$ cat config.mk
export PLATFORM = sky130hd
export DESIGN_NAME = sound_player
export DESIGN_NICKNAME = d
export VERILOG_FILES = /design/src/rtl/sound_pkg.sv /design/src/rtl/sound_player_tone_gen.sv /design/src/rtl/sound_player.sv
export SDC_FILE = /design/constraint.sdc
export NUM_CORES = 1
export LEC_CHECK = 0
export CORE_UTILIZATION = 54
export CTS_CLUSTER_SIZE = 24
export DETAILED_ROUTE_END_ITERATION = 12
export PLACE_DENSITY = 0.84
export SLEW_MARGIN = 5
export SYNTH_ARGS = -nofsm -noshare
export SYNTH_HDL_FRONTEND = slang
export SYNTH_SLANG_ARGS = --single-unit
$ cat constraint.sdc
create_clock -name clk -period 2 [get_ports clk]
set_clock_uncertainty 0.15 [all_clocks]
set_input_delay 0.3 -clock clk [delete_from_list [all_inputs] [get_ports clk]]
set_output_delay 0.3 -clock clk [all_outputs]
set_load 0.005 [all_outputs]
$ cat src/rtl/sound_pkg.sv
// Shared sound codes, player state type and elaboration helpers for the sound path.
package sound_pkg;

    localparam logic [1:0] SND_PING = 2'b00;
    localparam logic [1:0] SND_PONG = 2'b01;
    localparam logic [1:0] SND_GO   = 2'b10;
    localparam logic [1:0] SND_STOP = 2'b11;

    typedef enum logic {
        IDLE = 1'b0,
        PLAY = 1'b1
    } state_t;

    function automatic int max2(input int a, input int b);
        return (a > b) ? a : b;
    endfunction

    // Cycles per half period of a square wave at freq_hz.
    function automatic int half_cycles(input int clk_hz, input int freq_hz);
        return clk_hz / (2 * freq_hz);
    endfunction

endpackage

$ cat src/rtl/sound_player_tone_gen.sv
// Square-wave phase generator: toggles phase every `half` cycles while enabled.
module tone_gen #(
    parameter int CNT_W = 8
) (
    input  logic             clk,
    input  logic             clr,
    input  logic [CNT_W-1:0] half,
    input  logic             restart,
    input  logic             enable,
    output logic             phase,
    output logic             phase_next
);

    logic [CNT_W-1:0] half_cnt;
    logic [CNT_W-1:0] half_cnt_next;

    // phase_next is exported so the owner can register an output aligned with phase.
    always_comb begin
        half_cnt_next = '0;
        phase_next    = 1'b0;
        if (restart) begin
            half_cnt_next = '0;
            phase_next    = 1'b1;
        end else if (enable) begin
            if (half_cnt == half - CNT_W'(1)) begin
                half_cnt_next = '0;
                phase_next    = ~phase;
            end else begin
                half_cnt_next = half_cnt + CNT_W'(1);
                phase_next    = phase;
            end
        end
    end

    always_ff @(posedge clk) begin
        if (clr) begin
            half_cnt <= '0;
            phase    <= 1'b0;
        end else begin
            half_cnt <= half_cnt_next;
            phase    <= phase_next;
        end
    end

endmodule

$ cat src/rtl/sound_player.sv
// Plays one fixed-length square-wave tone per change of code_sound; mute gates only the pin.
module sound_player
    import sound_pkg::*;
#(
    parameter int CLK_FREQ = 25_000_000,
    parameter int F_PING   = 440,
    parameter int F_PONG   = 880,
    parameter int F_GO     = 660,
    parameter int F_STOP   = 220,
    parameter int DUR_MS   = 100
) (
    input  logic       clk,
    input  logic       clr,
    input  logic [1:0] code_sound,
    input  logic       mute,
    output logic       speaker,
    output logic       busy,
    output logic [1:0] code_playing
);

    // state | meaning
    // IDLE  | no tone, speaker low, waiting for a code change
    // PLAY  | tone running for DUR_CYC cycles, restartable by a new code

    localparam int HALF_PING = half_cycles(CLK_FREQ, F_PING);
    localparam int HALF_PONG = half_cycles(CLK_FREQ, F_PONG);
    localparam int HALF_GO   = half_cycles(CLK_FREQ, F_GO);
    localparam int HALF_STOP = half_cycles(CLK_FREQ, F_STOP);
    // 64-bit product: default 100 ms at 25 MHz exceeds the int range.
    localparam int DUR_CYC   = int'((longint'(DUR_MS) * longint'(CLK_FREQ)) / 64'sd1000);
    localparam int HALF_MAX  = max2(max2(HALF_PING, HALF_PONG), max2(HALF_GO, HALF_STOP));
    localparam int CNT_W     = $clog2(max2(DUR_CYC, HALF_MAX) + 1);

    if (HALF_PING < 1 || HALF_PONG < 1 || HALF_GO < 1 || HALF_STOP < 1) begin : g_bad_half
        $error("sound_player: a tone half period is shorter than one clock");
    end
    if (DUR_CYC < 1) begin : g_bad_dur
        $error("sound_player: tone duration is shorter than one clock");
    end

    state_t           state;
    state_t           state_next;
    logic [1:0]       last_code;
    logic             primed;
    logic             trigger;
    logic [CNT_W-1:0] dur_cnt;
    logic [CNT_W-1:0] half_sel;
    logic             phase;
    logic             phase_next;

    assign trigger = primed && (code_sound != last_code);

    always_comb begin
        half_sel = CNT_W'(HALF_PING);
        unique case (code_playing)
            SND_PING: half_sel = CNT_W'(HALF_PING);
            SND_PONG: half_sel = CNT_W'(HALF_PONG);
            SND_GO:   half_sel = CNT_W'(HALF_GO);
            SND_STOP: half_sel = CNT_W'(HALF_STOP);
        endcase
    end

    // A code change on the final duration cycle restarts rather than ends the tone.
    always_comb begin
        state_next = state;
        case (state)
            IDLE:    if (trigger) state_next = PLAY;
            PLAY:    if (!trigger && dur_cnt == CNT_W'(DUR_CYC - 1)) state_next = IDLE;
            default: state_next = IDLE;
        endcase
    end

    always_ff @(posedge clk) begin
        if (clr) begin
            state        <= IDLE;
            last_code    <= SND_PING;
            primed       <= 1'b0;
            dur_cnt      <= '0;
            busy         <= 1'b0;
            speaker      <= 1'b0;
            code_playing <= SND_PING;
        end else begin
            state     <= state_next;
            last_code <= code_sound;
            primed    <= 1'b1;
            busy      <= (state_next == PLAY);
            speaker   <= phase_next & ~mute & (state_next == PLAY);
            if (trigger) begin
                code_playing <= code_sound;
                dur_cnt      <= '0;
            end else if (state_next == PLAY) begin
                dur_cnt <= dur_cnt + CNT_W'(1);
            end else begin
                dur_cnt <= '0;
            end
        end
    end

    tone_gen #(
        .CNT_W(CNT_W)
    ) u_tone_gen (
        .clk        (clk),
        .clr        (clr),
        .half       (half_sel),
        .restart    (trigger),
        .enable     (state_next == PLAY),
        .phase      (phase),
        .phase_next (phase_next)
    );

endmodule
======== After elaboration in Yosys (flattened, before gate mapping) ========
Cells that the tools add are included.
word-level totals
  register bits ........................... 52
  input bits .............................. 5
  output and inout bits ................... 4
  logic and storage cells ................. 37
cells by class
  add/subtract/negate cells ............... 3
  eq/ne operators ......................... 6
  muxes and demuxes ....................... 8
  bitwise operators ....................... 6
  reduce and logical (&&, ||, !) cells .... 6
operators with widths
  operator                 number
  $pmux W22 S4             1
  $add A22 B1 Y22 const B  2
  $eq A22 B22 Y1           1
  $eq A22 B22 Y1 const B   1
  $sub A22 B1 Y22 const B  1
  $mux W1                  6
  $eq A2 B2 Y1 const B     2
  $not A1 Y1               4
  $reduce_or A4 Y1         1
  $reduce_or A3 Y1         1
  $and A1 B1 Y1            2
  $eq A2 B1 Y1 const B     1
  $logic_and A1 B1 Y1      2
  $logic_not A2 Y1         1
  $ne A2 B2 Y1             1
  $pmux W1 S2              1
  $logic_not A1 Y1         1

======== Depth between registers and ports, before layout ========
Gate-level depths: netlist (run 1).
  word-level depth ........................ 10
  depth in mapped cells ................... 8
  gate-level depth less buffers ........... 7

======== Cells and area by module ========
From an unflattened synthesis (run 1), not the netlist that was laid out.
unflattened totals
  cell total of the unflattened synthesis .. 383
  area total of the unflattened synthesis .. 3184.3 um^2
by module, submodules not included
  module        instances  cells an instance  area an instance (um^2)  seq. area each (um^2)
  tone_gen      1          226                1834.3                   460.4
  sound_player  1          157                1350.0                   580.6

======== Least setup slack after synthesis (run 1) ========
Ideal clock, no wire load.
  path kind ............................... reg2reg
  start point ............................. reg code_playing[0]
  end point ............................... reg speaker
  setup time .............................. 0.070 ns
  arrival ................................. 1.909 ns
  data required time ...................... 1.780 ns
  slack ................................... -0.129 ns
  cell stages (with the launch flop) ...... 8
  path buffers ............................ 0
  period minus slack after synthesis ...... 2.129 ns
  path through ............................ dfxtp_1 > inv_1 > ha_1 > nor4_1 > nand2_1 > a2111oi_4 > mux2_2 > a21oi_1
between the ends
  longest elaborated chain between the ends .. 9
  elaborated cells between the ends (all ways) .. 12
  those cells by class .................... add/sub (1); eq/ne (4); mux (4); bitwise (2); reduce/logical (1)
RTL lines
  what                                  RTL line                     RTL
  start: declaration                    sound_player.sv:18           output logic [1:0] code_playing
  start signal: assignment              sound_player.sv:89           code_playing <= code_sound;
  $eq A2 B2 Y1 (tied with other cells)  sound_player.sv:55           unique case (code_playing)
  $pmux W22 S4 (*)                      sound_player.sv:55
  $sub A22 B1 Y22 (*)                   sound_player_tone_gen.sv:25  if (half_cnt == half - CNT_W'(1)) begin
  $eq A22 B22 Y1 (*)                    sound_player_tone_gen.sv:25
  $mux W1 (*)                           sound_player_tone_gen.sv:25
  $mux W1 (*)                           sound_player_tone_gen.sv:24  end else if (enable) begin
  $mux W1 (*)                           sound_player_tone_gen.sv:21  if (restart) begin
  $and A1 B1 Y1 (*) (2 in series)       sound_player.sv:87           speaker <= phase_next & ~mute & (state_next == PLAY);
  end signal: assignment                sound_player.sv:87
  end: declaration                      sound_player.sv:16           output logic speaker,
Every way passes the cells marked *; elsewhere a longest branch is shown, timed or not. The select of a mux whose other input is x is not followed.
A chain may end at the register's enable or synchronous reset.

======== Worst setup path in the final report (run 1) ========
Same ends and word-level chain as after synthesis.

==> results.cfg, run 1 <==
[yosys]
ys_warn_count = 0
seq_area_frac_synth_pct = 42.5
syn_inst = 265
syn-cell-area_mm2 = 0.00245
syn-num-nets = 277
synth-simple-area-share_pct = 29.2
syn_area_per_cell_um2 = 9.24
synth_top_family_by_area = simple AND/OR/NAND/NOR gates
synth.largest_area_cell = dfxtp_1
synth.area.top_cells = dfxtp_1 43%, xor2_1 11%, nor2_1 7.4%
yosys.area_share.adder_pct = 3.58
yosysUniqueCellTypes = 38
synth_xor_area_share_pct = 16.1
synth.area.mux_share_pct = 1.28
ys_ff_latch = 52
post-synth-top-area-fraction_pct = 42.5
synth_compound_area_share_pct = 4.75

[global_route]
track_usage_pct = 20.3
grt_first_pass_wirelength_um = 7910
grt-ovfl-total = 0
grt_max_degree = 23
grt_util_met1_pct = 26.2
antenna_found_initial = 0
first_global_vias = 1795
grt_util_met3_pct = 5.67
use_met2_pct = 32.5
gr-max-usage-layer = met2

[floorplan]
fp.dieH_um = 69.3
num_rows = 24
die-area_mm2 = 0.00481
start_util_pct = 56.2
coreArea_mm2 = 0.00435
ioPinCount = 9
die_x_um = 69.3

[outcome]
failed_checks = negative setup slack
status = complete, but fails checks

[timing]
rsz0062_at_grt = true
worst_slew_pin_slew_ns = 0.404
finalHoldViolations = 0
max_slew_margin_pct = 72.8
period_needed_ns = 2.04
final-setup-viol-count = 2
timing.final.ws_setup_ns = -0.0399
fmax_mhz = 490
drv_slew = 0
fin_crit_sh_pct = 102

[critical_path]
reg2reg_from = code_playing[0]
cp_data_arrival_time_ns = 2.12
worstRegToRegCells = 7
r2r_slack_ns = -0.04
worstPathCellList = buf_4 -> ha_1 -> xor2_1 -> nand4_1 -> a2111oi_4 -> mux2_4 -> a21oi_2
cp-startpoint = code_playing[0]
cp_top_family = compound AO/OA/AOI/OAI gates
cp_data_required_time_ns = 2.08
cp-end-kind = flip-flop
critPathKind = reg -> reg
crit_end = speaker
r2r-end = speaker
path_max_fanout = 4
worst-path-stages = 7
slowest_stage = dfxtp_4
crit_buf_inv = 1
cpPeakStageDelay_ns = 0.38
start_kind = flip-flop

[place]
portBuffers = 8
placed_cells_incl_taps = 335
routabilityCongestion = 0.768
dp_slack_ns = -0.0908
post_dp_cell_area_mm2 = 0.00268
dpl.hpwl_um = 3220

[clock_tree]
cts-htree-levels = 2
cts-root-buf = clkbuf_8
numCtsBuffers = 5
cts.clk_slew.worst_paths_ns = 0.09
cts_tree = done
cts_hold_buf = 0
cts.sinks = 52
clk_latency_ns = 0.30
cts_buffer_depth = 2

[finish]
area.growth.synth_to_final_pct = 17.0
n_antenna_cell = 0
stdcell_count = 345
fill_cells = 332
drive_above_1_share_pct = 17.7
multi_input_area_mm2 = 0.00144
regArea_mm2 = 0.00105
nets = 305
utilization_pct = 65.8
fin_area_mm2 = 0.00286

[detailed_routing]
vias = 1940
wl_per_cell_um = 14.0
drt_iter0_drc = 156
antenna_left = 0
drtPass1Iterations = 4
drt_wl_total_um = 4820
drc = 0
post_drt_via_cell_ratio = 5.62

[pwr]
p_leak_nw = 1.02
vdd_drop_max_mv = 0.436
power-per-cell-area_mw_per_mm2 = 611

[job]
max_cap_viol_count = 0

[min_path]
hold_start = dur_cnt[0]
min_path_type = reg -> reg
## per-stage QoR
step | setup TNS (ns) | hold WS (ns) | total power, W
6_report | -0.0412 | 0.287 | 0.00175
5_1_grt | -2.95 | 0.296 | 0.00182
4_1_cts | -0.145 | 0.324 | 0.00175
3_5_place_dp | -1.80 | 0.304 | 0.00119
3_3_place_gp | -0.0301 | 0.293 | 0.00119
2_1_floorplan | 0 | 0.215 | 0.00114
## layout by cell type (no fill, tap or decap), types with 2 or more instances in the layout
master	Yosys	layout
or2_4	1	2
nor4_4	2	3
ha_4	0	2
clkdlybuf4s50_1	0	8
clkbuf_8	0	5
nand3_1	18	18
and4_1	6	5
dfxtp_1	52	49
and3b_1	2	2
nor4b_1	2	2
xnor2_1	13	13
ha_1	7	4
nand4_1	10	10
or2_2	1	2
o21ai_0	3	3
mux2i_1	2	2
o211ai_1	2	2
and3_1	7	7
dfxtp_2	0	2
nor3_1	4	4
nand2_1	15	14
nor2b_1	3	3
nor2_2	0	6
and2_1	4	4
nor4_1	3	2
or3_1	2	2
inv_1	7	5
inv_4	0	2
xor2_1	32	32
buf_4	0	15
a21oi_1	4	3
nor2_1	48	42
## routing by layer
layer	vias up	routed length, µm
met5	-	0
met4	0	67
met3	8	204
met2	41	2380
met1	925	2170
li1	966	-
## power by group
part | internal (W) | switching (W) | leakage (nW)
registers | 0.00105 | 0.0000134 | 0.422
clock network | 0.000239 | 0.000316 | 0.0410
logic | 0.0000688 | 0.0000644 | 0.555
## registers in the layout, indices dropped and copies added (netlist names)
register             cells
dur_cnt                 22
u_tone_gen.half_cnt     22
code_playing             2
last_code                2
primed                   1
speaker                  1
state                    1
u_tone_gen.phase         1
## worst min path at each step
stage                      endpoint  slack (ns)  cells after the start
floorplan           code_playing[0]        0.21                      1
global placement         dur_cnt[0]        0.29                      1
finish                   dur_cnt[0]        0.29                      1
CTS                      dur_cnt[0]        0.32                      1
global route             dur_cnt[0]        0.30                      1
detailed placement       dur_cnt[0]        0.30                      1
## cell usage after synthesis
cell type / count
buf_6: 2
nor3b_2: 1
nor2_1: 48
xor2_1: 32
and4_1: 6
o211ai_1: 2
nor3_1: 4
dfxtp_1: 52
nor4_1: 3
and3b_1: 2
clkbuf_1: 1
nor2b_1: 3
nor4b_2: 1
nand3_1: 18
a2111oi_4: 1
nand2_1: 15
o21ai_2: 1
buf_2: 2
or2_2: 1
mux2i_1: 2
mux2_2: 1
xnor2_1: 13
nor3b_1: 1
nor4_4: 2
or2_4: 1
ha_1: 7
o2111ai_2: 1
or3_1: 2
o22ai_1: 1
and2_1: 4
o2111ai_1: 1
and3_1: 7
inv_1: 7
o21ai_0: 3
a21oi_1: 4
nand4_1: 10
nor4b_1: 2
nand2b_1: 1
## what timing repair did
item | CTS | global route
setup endpoints to repair | 24 | 46
buffers inserted | 0 | 1
gates cloned | 0 | 2
endpoints found under the hold margin | 0 | 0
gates resized for setup | 10 | 15
pin swaps | 5 | 7
## cell families after synthesis
group	after synthesis
AO/OA/AOI/OAI	14
XOR/XNOR	45
adder cells (fa/ha/maj)	7
buffers and inverters	12
flip-flops	52
multiplexers	3
AND/OR/NAND/NOR	132
## area by class of cell
class | instances | area share [%]
multi-input combinational | 203 | 50.2
sequential | 52 | 36.6
timing repair buffer | 24 | 7.12
clock buffer | 6 | 2.53
tap | 52 | 2.27
inverter | 7 | 1.09
clock inverter | 1 | 0.175
No activity file was read; power rests on OpenSTA's default activity.
==> inputs of run 2 (changes only) <==
CORE_MARGIN = 4   (was not set)
==> run 2 against run 1 <==
Effect of this change:
- the run still ends with negative setup slack left
- core utilization fell by 0.82 points
- via count is 2.3% lower
- sequential power hardly changed
- fmax decreased by 2.2%
- non-clock buffer count down 1
- clock power up 0.7%
- combinational power down 5%
- design area down 0.57%
- clock-buffer cell count is the same
- sequential share of layout area is 0.17 points higher
- critical path depth unchanged
- largest power group unchanged
==> results.cfg, run 2 (same netlist as run 1, synthesis figures left out) <==
[outcome]
status = complete, but fails checks
failed_checks = negative setup slack

[timing]
drv_slew = 0
worst_slew_pin_slew_ns = 0.452
finalHoldViolations = 0
timing.setup.tns_ns = -0.346
period_needed_ns = 2.09
max_slew_margin_pct = 69.7
final-setup-viol-count = 23
fmax_mhz = 479
rsz0062_at_grt = true
timing.final.ws_setup_ns = -0.0859
fin_crit_sh_pct = 104

[floorplan]
num_rows = 24
ioPinCount = 9
start_util_pct = 55.8
die_x_um = 75.3
coreArea_mm2 = 0.00438
fp.dieH_um = 75.3
die-area_mm2 = 0.00567

[critical_path]
path_max_fanout = 5
cp_data_required_time_ns = 2.10
cp_data_arrival_time_ns = 2.18
cp-end-kind = flip-flop
r2r_slack_ns = -0.09
cpPeakStageDelay_ns = 0.50
critPathKind = reg -> reg
slowest_stage = a2111oi_4
worstPathCellList = inv_2 -> ha_4 -> and3b_1 -> o211ai_1 -> a2111oi_4 -> mux2_4 -> a21oi_2
start_kind = flip-flop

[pwr]
power-per-cell-area_mw_per_mm2 = 613
p_leak_nw = 1.02
vdd_drop_max_mv = 0.545

[detailed_routing]
post_drt_via_cell_ratio = 5.53
antenna_left = 0
vias = 1896
drt_iter0_drc = 119
drtPass1Iterations = 4
drc = 0
wl_per_cell_um = 14.0
drt_wl_total_um = 4810

[clock_tree]
clk_latency_ns = 0.30
cts-htree-levels = 2
cts_buffer_depth = 2
numCtsBuffers = 5
cts.sinks = 52
cts-root-buf = clkbuf_8
cts_tree = done
cts.clk_slew.worst_paths_ns = 0.09
cts_setup_buffers = 0

[finish]
n_antenna_cell = 0
fill_cells = 336
nets = 303
multi_input_area_mm2 = 0.00143
area.growth.synth_to_final_pct = 16.4
drive_above_1_share_pct = 15.8
final_cell_mix = 50 x dfxtp_1, 48 x nor2_1, 31 x xor2_1
utilization_pct = 65.0
reg_top3 = dur_cnt: 22 flops, u_tone_gen.half_cnt: 22 flops
final_common_cell = dfxtp_1
regArea_mm2 = 0.00105

[place]
dpl.hpwl_um = 3250
routabilityCongestion = 0.805
portBuffers = 8

[global_route]
grt_max_degree = 23
antenna_found_initial = 0
track_usage_pct = 18.1
grt_first_pass_wirelength_um = 7960
first_global_vias = 1824
grt-ovfl-total = 0

[job]
max_cap_viol_count = 0

[min_path]
min_path_type = reg -> reg
-- run 2: cell types whose count changed in the layout (fill, tap and decap cells not counted), moves of 2 or more --
cell	delta
buf_4	-2
nor2_2	-6
nor2_1	+6
nor4_2	+2
-- run 2: area by class of cell --
class                   count  share of cell area (%)
clock inverters             1                   0.176
inverters                   7                    1.01
flip-flops and latches     52                    36.7
well taps                  52                    2.28
multi-input cells         202                    50.2
repair buffers             23                    7.03
clock buffers               6                    2.55
-- run 2: power by group --
| group | switching [W] | total, W | internal [W] |
|---|---|---|---|
| logic | 0.0000600 | 0.000127 | 0.0000671 |
| clock network | 0.000320 | 0.000559 | 0.000239 |
| registers | 0.0000120 | 0.00106 | 0.00105 |
| total | 0.000392 | 0.00175 | 0.00135 |
-- run 2: worst max-delay path, delay by kind of cell, from the launching register on --
family	cells	cell delay [ns]
adders and majority gates	1	0.17
and+or+nand+nor	1	0.20
muxes	1	0.36
buffers and inverters	1	0.06
AOI/OAI and AO/OA	3	0.75
DFF	1	0.34
-- run 2: final timing paths --
check                  startpoint          to  depth (start not counted)
setup / recovery  code_playing[1]     speaker                          7
hold / removal         dur_cnt[0]  dur_cnt[0]                          1
setup reg to reg  code_playing[1]     speaker                          7
hold reg to reg        dur_cnt[0]  dur_cnt[0]                          1
-- run 2: repair_timing --
item                       in CTS  in global routing
setup endpoints to repair      24                 46
hold buffers                    0                  0
gates resized for setup        13                  7
pin swaps                       6                  6
gates cloned                    1                  0
-- run 2: stage by stage --
stage	hold slack (ns)	area (µm²)	setup slack (ns)	std cells	total power, W
after floorplan	0.215	2450	0.00351	265	0.00114
after global placement	0.294	2680	-0.00762	335	0.00119
after detailed placement	0.310	2680	-0.107	335	0.00119
after CTS	0.330	2820	-0.0728	343	0.00176
after global routing	0.365	2850	-0.126	343	0.00181
final	0.325	2850	-0.0859	343	0.00175
-- run 2: per-layer routing --
| metal | GRT usage [%] | up-vias | part of all wire [%] |
|---|---|---|---|
| li1 | - | 960 | - |
| met1 | 23.1 | 889 | 46 |
| met2 | 29.0 | 35 | 49 |
| met3 | 3.96 | 12 | 3.1 |
| met4 | 8.93 | 0 | 2.1 |
| met5 | 0 | - | 0 |
==> inputs of run 3 (changes only) <==
CAP_MARGIN = 20   (was not set)
==> results of run 3 <==
The final DEF is identical to that of run 2; final timing and power are the same.
